File: src/rtl/intl_cfg_axi_master.sv
// AXI4-Lite single-outstanding command master for the interlock register slave.
// A command (read or write) is taken in IDLE, issued on AXI, and completed with a
// one-cycle o_rsp_valid pulse from DONE. Optional macro INTL_CFG_TIMEOUT_EN adds a
// response-wait limit of TIMEOUT_CYCLES clocks. That limit covers every state between
// acceptance and DONE, and an expiry completes the command with o_rsp_err = 1.
module intl_cfg_axi_master #(
  parameter int C_M_AXI_DATA_WIDTH = 32,
  parameter int C_M_AXI_ADDR_WIDTH = 7,
  parameter int TIMEOUT_CYCLES     = 1024
) (
  input  logic                            m00_axi_aclk,
  input  logic                            m00_axi_aresetn,
  input  logic                            i_cmd_valid,
  output logic                            o_cmd_ready,
  input  logic                            i_cmd_wr,
  input  logic [C_M_AXI_ADDR_WIDTH-1:0]   i_cmd_addr,
  input  logic [C_M_AXI_DATA_WIDTH-1:0]   i_cmd_wdata,
  output logic                            o_rsp_valid,
  output logic [C_M_AXI_DATA_WIDTH-1:0]   o_rsp_rdata,
  output logic                            o_rsp_err,
  output logic                            o_busy,
  output logic [C_M_AXI_ADDR_WIDTH-1:0]   m00_axi_awaddr,
  output logic [2:0]                      m00_axi_awprot,
  output logic                            m00_axi_awvalid,
  input  logic                            m00_axi_awready,
  output logic [C_M_AXI_DATA_WIDTH-1:0]   m00_axi_wdata,
  output logic [C_M_AXI_DATA_WIDTH/8-1:0] m00_axi_wstrb,
  output logic                            m00_axi_wvalid,
  input  logic                            m00_axi_wready,
  input  logic [1:0]                      m00_axi_bresp,
  input  logic                            m00_axi_bvalid,
  output logic                            m00_axi_bready,
  output logic [C_M_AXI_ADDR_WIDTH-1:0]   m00_axi_araddr,
  output logic [2:0]                      m00_axi_arprot,
  output logic                            m00_axi_arvalid,
  input  logic                            m00_axi_arready,
  input  logic [C_M_AXI_DATA_WIDTH-1:0]   m00_axi_rdata,
  input  logic [1:0]                      m00_axi_rresp,
  input  logic                            m00_axi_rvalid,
  output logic                            m00_axi_rready
);

  typedef enum logic [2:0] {IDLE, WR_REQ, WR_RESP, RD_REQ, RD_DATA, DONE} state_t;

  state_t                          state, state_nxt;
  logic [C_M_AXI_ADDR_WIDTH-1:0]   addr_q;
  logic [C_M_AXI_DATA_WIDTH-1:0]   wdata_q, rdata_q;
  logic                            awvalid_q, wvalid_q, arvalid_q, err_q;
  logic                            accept, aw_done, w_done, tmo;

  assign accept  = i_cmd_valid & (state == IDLE);
  // A channel counts as finished once its valid is gone or it handshakes this cycle.
  assign aw_done = ~awvalid_q | m00_axi_awready;
  assign w_done  = ~wvalid_q  | m00_axi_wready;

`ifdef INTL_CFG_TIMEOUT_EN
  localparam int CW = $clog2(TIMEOUT_CYCLES + 1);
  logic [CW-1:0] tmo_cnt;
  logic          waiting;

  assign waiting = (state != IDLE) && (state != DONE);
  assign tmo     = waiting && (tmo_cnt == CW'(TIMEOUT_CYCLES - 1));

  // Clocks spent waiting on the slave since the command was accepted.
  always_ff @(posedge m00_axi_aclk or negedge m00_axi_aresetn) begin
    if (!m00_axi_aresetn)  tmo_cnt <= '0;
    else if (accept)       tmo_cnt <= '0;
    else if (waiting)      tmo_cnt <= tmo_cnt + 1'b1;
  end
`else
  assign tmo = 1'b0;
`endif

  // State register.
  always_ff @(posedge m00_axi_aclk or negedge m00_axi_aresetn) begin
    if (!m00_axi_aresetn) state <= IDLE;
    else                  state <= state_nxt;
  end

  // Next state. A real handshake takes priority over an expiry on the same cycle.
  always_comb begin
    state_nxt = state;
    case (state)
      IDLE:    if (i_cmd_valid) state_nxt = i_cmd_wr ? WR_REQ : RD_REQ;
      WR_REQ:  if (aw_done && w_done)  state_nxt = WR_RESP;
               else if (tmo)           state_nxt = DONE;
      WR_RESP: if (m00_axi_bvalid || tmo) state_nxt = DONE;
      RD_REQ:  if (m00_axi_arready)    state_nxt = RD_DATA;
               else if (tmo)           state_nxt = DONE;
      RD_DATA: if (m00_axi_rvalid || tmo) state_nxt = DONE;
      DONE:    state_nxt = IDLE;
      default: state_nxt = IDLE;
    endcase
  end

  // Request valids: raised on acceptance, each dropped on its own handshake or on expiry.
  always_ff @(posedge m00_axi_aclk or negedge m00_axi_aresetn) begin
    if (!m00_axi_aresetn) begin
      awvalid_q <= 1'b0;
      wvalid_q  <= 1'b0;
      arvalid_q <= 1'b0;
    end else if (accept) begin
      awvalid_q <= i_cmd_wr;
      wvalid_q  <= i_cmd_wr;
      arvalid_q <= ~i_cmd_wr;
    end else begin
      if (m00_axi_awready || tmo) awvalid_q <= 1'b0;
      if (m00_axi_wready  || tmo) wvalid_q  <= 1'b0;
      if (m00_axi_arready || tmo) arvalid_q <= 1'b0;
    end
  end

  // Command capture; address and data stay put for the whole transaction.
  always_ff @(posedge m00_axi_aclk or negedge m00_axi_aresetn) begin
    if (!m00_axi_aresetn) begin
      addr_q  <= '0;
      wdata_q <= '0;
    end else if (accept) begin
      addr_q  <= i_cmd_addr;
      wdata_q <= i_cmd_wdata;
    end
  end

  // Response capture; read data changes only when a read actually completes.
  always_ff @(posedge m00_axi_aclk or negedge m00_axi_aresetn) begin
    if (!m00_axi_aresetn) begin
      rdata_q <= '0;
      err_q   <= 1'b0;
    end else if (m00_axi_bvalid && m00_axi_bready) begin
      err_q   <= |m00_axi_bresp;
    end else if (m00_axi_rvalid && m00_axi_rready) begin
      err_q   <= |m00_axi_rresp;
      rdata_q <= m00_axi_rdata;
    end else if (tmo && state_nxt == DONE) begin
      err_q   <= 1'b1;
    end
  end

  assign o_cmd_ready     = (state == IDLE);
  assign o_busy          = (state != IDLE);
  assign o_rsp_valid     = (state == DONE);
  assign o_rsp_err       = (state == DONE) & err_q;
  assign o_rsp_rdata     = rdata_q;
  assign m00_axi_awaddr  = addr_q;
  assign m00_axi_araddr  = addr_q;
  assign m00_axi_wdata   = wdata_q;
  assign m00_axi_awprot  = 3'b000;
  assign m00_axi_arprot  = 3'b000;
  assign m00_axi_wstrb   = {(C_M_AXI_DATA_WIDTH/8){1'b1}};
  assign m00_axi_awvalid = awvalid_q;
  assign m00_axi_wvalid  = wvalid_q;
  assign m00_axi_arvalid = arvalid_q;
  assign m00_axi_bready  = (state == WR_RESP);
  assign m00_axi_rready  = (state == RD_DATA);

endmodule

File: config.mk
export PLATFORM = sky130hd
export DESIGN_NAME = intl_cfg_axi_master
export DESIGN_NICKNAME = d
export VERILOG_FILES = /design/src/rtl/intl_cfg_axi_master.sv
export SDC_FILE = /design/constraint.sdc
export NUM_CORES = 1
export LEC_CHECK = 0
export BUFFER_PORTS_ARGS = -buffer_cell sky130_fd_sc_hd__buf_2
export CAP_MARGIN = 20
export CORE_MARGIN = 2
export CORE_UTILIZATION = 44
export DETAILED_ROUTE_END_ITERATION = 12
export PLACE_DENSITY = 0.8
export SETUP_SLACK_MARGIN = 0.1
export SYNTH_ARGS = -nofsm -noshare
export SYNTH_HDL_FRONTEND = slang
export SYNTH_SLANG_ARGS = --single-unit
File: constraint.sdc
create_clock -name m00_axi_aclk -period 1.81 [get_ports m00_axi_aclk]
set_input_delay 0.362 -clock m00_axi_aclk [delete_from_list [all_inputs] [get_ports m00_axi_aclk]]
set_output_delay 0.362 -clock m00_axi_aclk [all_outputs]
set_load 0.02 [all_outputs]
* Word-level counts from Yosys, hierarchy flattened
Cells that the tools add are included.
** Storage, ports and cells
- Bits in registers :: 78
- Latch bits :: 0
- Bits in writable memories :: 0
- ROM bits :: 0
- Bits of input ports :: 84
- Output and inout port bits :: 97
- Word-level logic and storage cells :: 54
- Memories :: 0
** Cells by class
- Add/sub/neg operators :: 0
- $mul :: 0
- Divide/modulo/power cells :: 0
- Magnitude comparators :: 0
- Eq/ne operators :: 10
- Shift operators :: 0
- Mux-type cells :: 15
- Bitwise logic cells :: 8
- Reduce and logical (&&, ||, !) cells :: 13
** Operators by type and width (number)
- $mux W3 :: 5
- $pmux W3 S5 :: 1
- $ne A2 B2 Y1 const B :: 5
- $mux W1 :: 8
- $reduce_bool A2 Y1 :: 4
- $eq A3 B2 Y1 const B :: 2
- $eq A3 B3 Y1 const B :: 2
- $reduce_and A5 Y1 :: 1
- $not A1 Y1 :: 4
- $reduce_or A2 Y1 :: 2
- $eq A3 B1 Y1 const B :: 1
- $logic_and A1 B1 Y1 :: 3
- $logic_not A3 Y1 :: 1
- $reduce_bool A3 Y1 :: 1
- $and A1 B1 Y1 :: 2
- $mux W2 :: 1
- $or A1 B1 Y1 :: 2
- $reduce_and A2 Y1 :: 1

* Logic depth before layout (Yosys ltp)
- Depth after elaboration :: 5
- Depth in mapped cells :: 5
- Gate-level depth less buffers :: 3

* Worst setup path before layout
Ideal clock, no wire load.
- Kind :: reg-to-output
- From :: reg state[0]
- To :: out o_busy
- Data arrival time :: 1.439 ns
- Required time :: 1.448 ns
- Path slack :: 0.009 ns
- Cell stages (with the launch flop) :: 4
- Buffers on the path :: 1
- Path through :: dfrtp_1 -> clkbuf_1 -> nor3_1 -> inv_1
** Between the ends
- Cells in the longest elaborated chain, start to end :: 1
** RTL lines
- start: declaration :: RTL line 45 : state_t state, state_nxt;
- start signal: assignment :: RTL line 77 : else state <= state_nxt;
- $reduce_bool A3 Y1 :: RTL line 140 : assign o_busy = (state != IDLE);
- end: declaration :: RTL line 21 : output logic o_busy,
Every way passes these cells.

* Worst setup path after layout
- From :: reg state[1]
- To :: reg wdata_q[12] (netlist: m00_axi_wdata[12])
** Between the ends
- Cells in the longest elaborated chain, start to end :: 2
** RTL lines
- $logic_not A3 Y1 :: RTL line 51 : assign accept = i_cmd_valid & (state == IDLE);
- $and A1 B1 Y1 :: RTL line 51
- end signal: assignment :: RTL line 120 : wdata_q <= i_cmd_wdata;
- end: declaration :: RTL line 47 : logic [C_M_AXI_DATA_WIDTH-1:0] wdata_q, rdata_q;
Every way passes these cells.
A chain may end at the register's enable or synchronous reset.

==> results.txt <==
The horizontal die dimension was 89.7 um. Data on the critical path arrives at its endpoint at 1960 ps. Summing all multi-input logic gate instances after layout gives 1190 um2. Entering global routing, the biggest net connects 45 pins. The logs give 78 for the number of sinks driven by the clock tree and 56 for the starting DRC count in detailed routing.

The portion of total power attributed to sequential cells was 34.2%. The portion of synthesized cell area occupied by the leading cell type came out at 60.5%. Fraction of the yosys area taken by sequential cells: 60.5%.

Setup repair after global routing could not meet its margin everywhere. A synthesized cell averages 14.9 um2. The worst slack at placement is 175 ps. First-pass GRT wire length: 10,100 um. Power density over cell area: 1930 nW/um2.

The residual DRC count was 0. Across the run, the number of max-cap violations was 0. Internal power comes to 5560 uW. The cell area that synthesis handed to floorplanning was 3230 um2. The run finished with clean final reports. TritonCTS built the clock tree.

The floorplan step set the die height to 89.7 um. The first detailed-routing pass took 6 iterations. At the end of routability-driven placement, the weighted congestion stood at 0.754.

The warning count from the yosys run was 0; the share of cells above drive strength 1 was 70.7%. The tools report the global route total overflow as 0. The cell sitting at the root of the clock tree is a sky130_fd_sc_hd__clkbuf_8. The number of buffers on the longest clock path was 2; the sequential cell area was 1960 um2. The final layout contains routed wiring with a total length of 7360 um. The final setup TNS is 0 ps, and the clock edge transition at the registers on the reported setup and hold paths is 80 ps.

Yosys mapped the design onto 28 distinct sky130hd cell types. Clock tree synthesis inserted a total of 9 buffers. Net switching is 37.9% of the power. The logs give 2020 ps for the required time of the critical path and 16.6% for the clock network fraction of total power. After legalization and detailed placement, the total HPWL measured 5100 um.

The run gives 16.5% as the aggregate global-route resource usage. The tightest min-delay check is of the input port to flip-flop type. Once routing completed, OpenROAD measured the worst setup slack at 62.4 ps.

The initial antenna violation count is 0, and the number of nets at the end of the flow is 482. The worst path needs 1750 ps of the cycle, external delays included. For the antenna diode count, the log shows 0.

On the final layout, the worst clock skew is 12.6 ps. The final-layout fill cell count is 558. The tools report the number of global-route vias before repair as 2,237. For the largest vdd supply drop, the log shows 0.979 mV. The kind of critical path was flip-flop to flip-flop. For this block, the via count after detailed routing is 2,343. The area of the die was 8040 um2. The tightest hold margin is 240 ps, and the total core area is 7180 um2. The nature of the critical path endpoint is a flip-flop. Setup violations remaining at the end of the flow were counted as 0. Relative to the synthesized area, the layout overhead comes to 43.8%.

Count of state elements after synthesis: 78. Sorting the synthesized cells by area gives the leading types as sky130_fd_sc_hd__dfrtp_1, sky130_fd_sc_hd__mux2_2, sky130_fd_sc_hd__buf_4. Clock latency on the worst-skew pair, taken at its later pin, is 340 ps. Total power for the finished layout comes to 8960 uW.

The final worst-path cycle share came out at 96.6%. CTS built an H-tree with a depth of 3. During placement, the flow inserted port buffers numbering 170.

The analysis attributes to net switching a power of 3400 uW. The dominant cell type by area after synthesis was sky130_fd_sc_hd__dfrtp_1. The run gives 49.2% as the share of total power in combinational logic. The tools report the static power due to leakage as 0.00236 uW. For the floorplan row count, the log shows 31. After detailed routing, the number of vias per cell comes to 4.67.

The tools report the number of placed I/O pins as 181. STA classifies the critical path startpoint as a flip-flop. The effective utilization at floorplan was 45.0%.

The average wire per standard cell is 14.7 um, and the gate count after technology mapping is 216. The number of hold-slack violations in the final timing report is 0, and the register-to-register setup slack is 60 ps. Maximum operating frequency: 572 MHz.

Of all nets on the critical path, the largest fanout is 5. The count of nets left with antenna violations after detail routing came out at 0. Count of final max-slew check failures: 0.
[power groups by stage]
stage	combinational, uW	clock, uW	sequential, uW
floorplan	1670	0	4090
global placement	3790	0	3070
detailed placement	3880	0	3130
CTS	4100	1540	3070
global route	4720	1610	3190
finish	4410	1490	3060
[worst max-delay path, stage by stage, from the launching register on]
cell                        delay, ps
sky130_fd_sc_hd__dfrtp_2          450
sky130_fd_sc_hd__buf_6            130
sky130_fd_sc_hd__nor4b_4          370
sky130_fd_sc_hd__buf_4            210
sky130_fd_sc_hd__clkbuf_16        140
sky130_fd_sc_hd__mux2_2           320
[logic make-up after synthesis]
family,after synthesis,share of synthesized area [%]
buffers and inverters,31,6.94
AO/OA/AOI/OAI,9,1.86
AND/OR/NAND/NOR,20,4.15
other,2,0.233
multiplexers,76,26.4
flip-flops,78,60.5
[through the flow]
| stage | cell area, um2 | instances | util, % |
|---|---|---|---|
| 2_1_floorplan | 3260 | 224 | - |
| 3_3_place_gp | 4120 | 472 | 57.4 |
| 3_5_place_dp | 4120 | 472 | 57.4 |
| 4_1_cts | 4470 | 496 | 62.3 |
| 5_1_grt | 4640 | 502 | 64.7 |
| 6_report | 4640 | 502 | 64.7 |
[path summary, 6_finish.rpt]
kind	end	cells past startpoint	from
max in group asynchronous	o_rsp_rdata[11]	3	m00_axi_aresetn
min in group asynchronous	m00_axi_araddr[5]	2	m00_axi_aresetn
worst max register to register	m00_axi_wdata[12]	5	state[1]
worst min register to register	o_rsp_rdata[12]	1	o_rsp_rdata[12]
worst min-delay path	m00_axi_arvalid	2	i_cmd_wr
worst max-delay path	m00_axi_wdata[12]	5	state[1]
[registers in the layout, summed over array words and instances (netlist names)]
signal,flops
m00_axi_wdata,32
o_rsp_rdata,32
m00_axi_araddr,7
state,3
err_q,1
m00_axi_arvalid,1
m00_axi_awvalid,1
m00_axi_wvalid,1
[cell usage after synthesis]
master,number
sky130_fd_sc_hd__o21ai_0,3
sky130_fd_sc_hd__nor3b_1,2
sky130_fd_sc_hd__mux2_2,69
sky130_fd_sc_hd__buf_4,17
sky130_fd_sc_hd__nor4b_4,1
sky130_fd_sc_hd__or2_2,1
sky130_fd_sc_hd__nor3_1,1
sky130_fd_sc_hd__nor2_1,2
sky130_fd_sc_hd__conb_1,2
sky130_fd_sc_hd__a21oi_1,2
sky130_fd_sc_hd__and3_1,1
sky130_fd_sc_hd__a311o_1,1
sky130_fd_sc_hd__nor2b_1,2
sky130_fd_sc_hd__o32ai_1,1
sky130_fd_sc_hd__nand2b_1,3
sky130_fd_sc_hd__a221oi_1,1
sky130_fd_sc_hd__nor4bb_1,1
sky130_fd_sc_hd__nand3_1,1
sky130_fd_sc_hd__dfrtp_1,78
sky130_fd_sc_hd__mux2_1,3
sky130_fd_sc_hd__clkbuf_1,1
sky130_fd_sc_hd__inv_1,3
sky130_fd_sc_hd__and2_1,2
sky130_fd_sc_hd__buf_2,5
sky130_fd_sc_hd__a22oi_1,1
sky130_fd_sc_hd__nand2_1,3
sky130_fd_sc_hd__buf_6,5
sky130_fd_sc_hd__mux2i_1,4
[cell usage in the layout, fill, tap and decap left out, types with 2 or more instances in the layout]
master                      netlist  final
sky130_fd_sc_hd__buf_4           17     13
sky130_fd_sc_hd__clkbuf_16        0      2
sky130_fd_sc_hd__buf_2            5    165
sky130_fd_sc_hd__mux2_4           0     18
sky130_fd_sc_hd__nor2_1           2      2
sky130_fd_sc_hd__mux2i_1          4      4
sky130_fd_sc_hd__buf_8            0      2
sky130_fd_sc_hd__dfrtp_2          0      3
sky130_fd_sc_hd__clkbuf_8         0     12
sky130_fd_sc_hd__buf_6            5      5
sky130_fd_sc_hd__mux2_2          69     52
sky130_fd_sc_hd__conb_1           2     10
sky130_fd_sc_hd__inv_1            3      3
sky130_fd_sc_hd__buf_12           0      3
sky130_fd_sc_hd__o21ai_0          3      3
sky130_fd_sc_hd__nand2b_1         3      3
sky130_fd_sc_hd__dfrtp_1         78     75
sky130_fd_sc_hd__and2_1           2      2
sky130_fd_sc_hd__nand2_1          3      3
sky130_fd_sc_hd__a21oi_1          2      2
sky130_fd_sc_hd__mux2_1           3      2
sky130_fd_sc_hd__bufinv_16        0      2
[per-layer routing]
metal,up-vias,track usage [%],part of all wire (%)
met2,111,28.6,51
met3,11,4.84,7.9
met5,-,0,0
met4,0,7.33,1.7
met1,1133,18.8,40
li1,1088,-,-
[cell type report]
type                    count  area share, %
repair buffers            191           24.3
multi-input cells         115           25.6
clock inverters             3           1.40
clock buffers              13           3.64
well taps                  99           2.67
inverters                   3          0.243
flip-flops and latches     78           42.1
[what timing repair did]
item                                   4_1_cts  5_1_grt
pin swaps                                    0        1
gates resized for setup                     13       26
endpoints found under the hold margin       34        0
gates cloned                                 0        4
setup buffers                                7        2
setup endpoints to repair                    6       42
hold buffers                                 1        0
No activity file was read; power rests on OpenSTA's default activity.
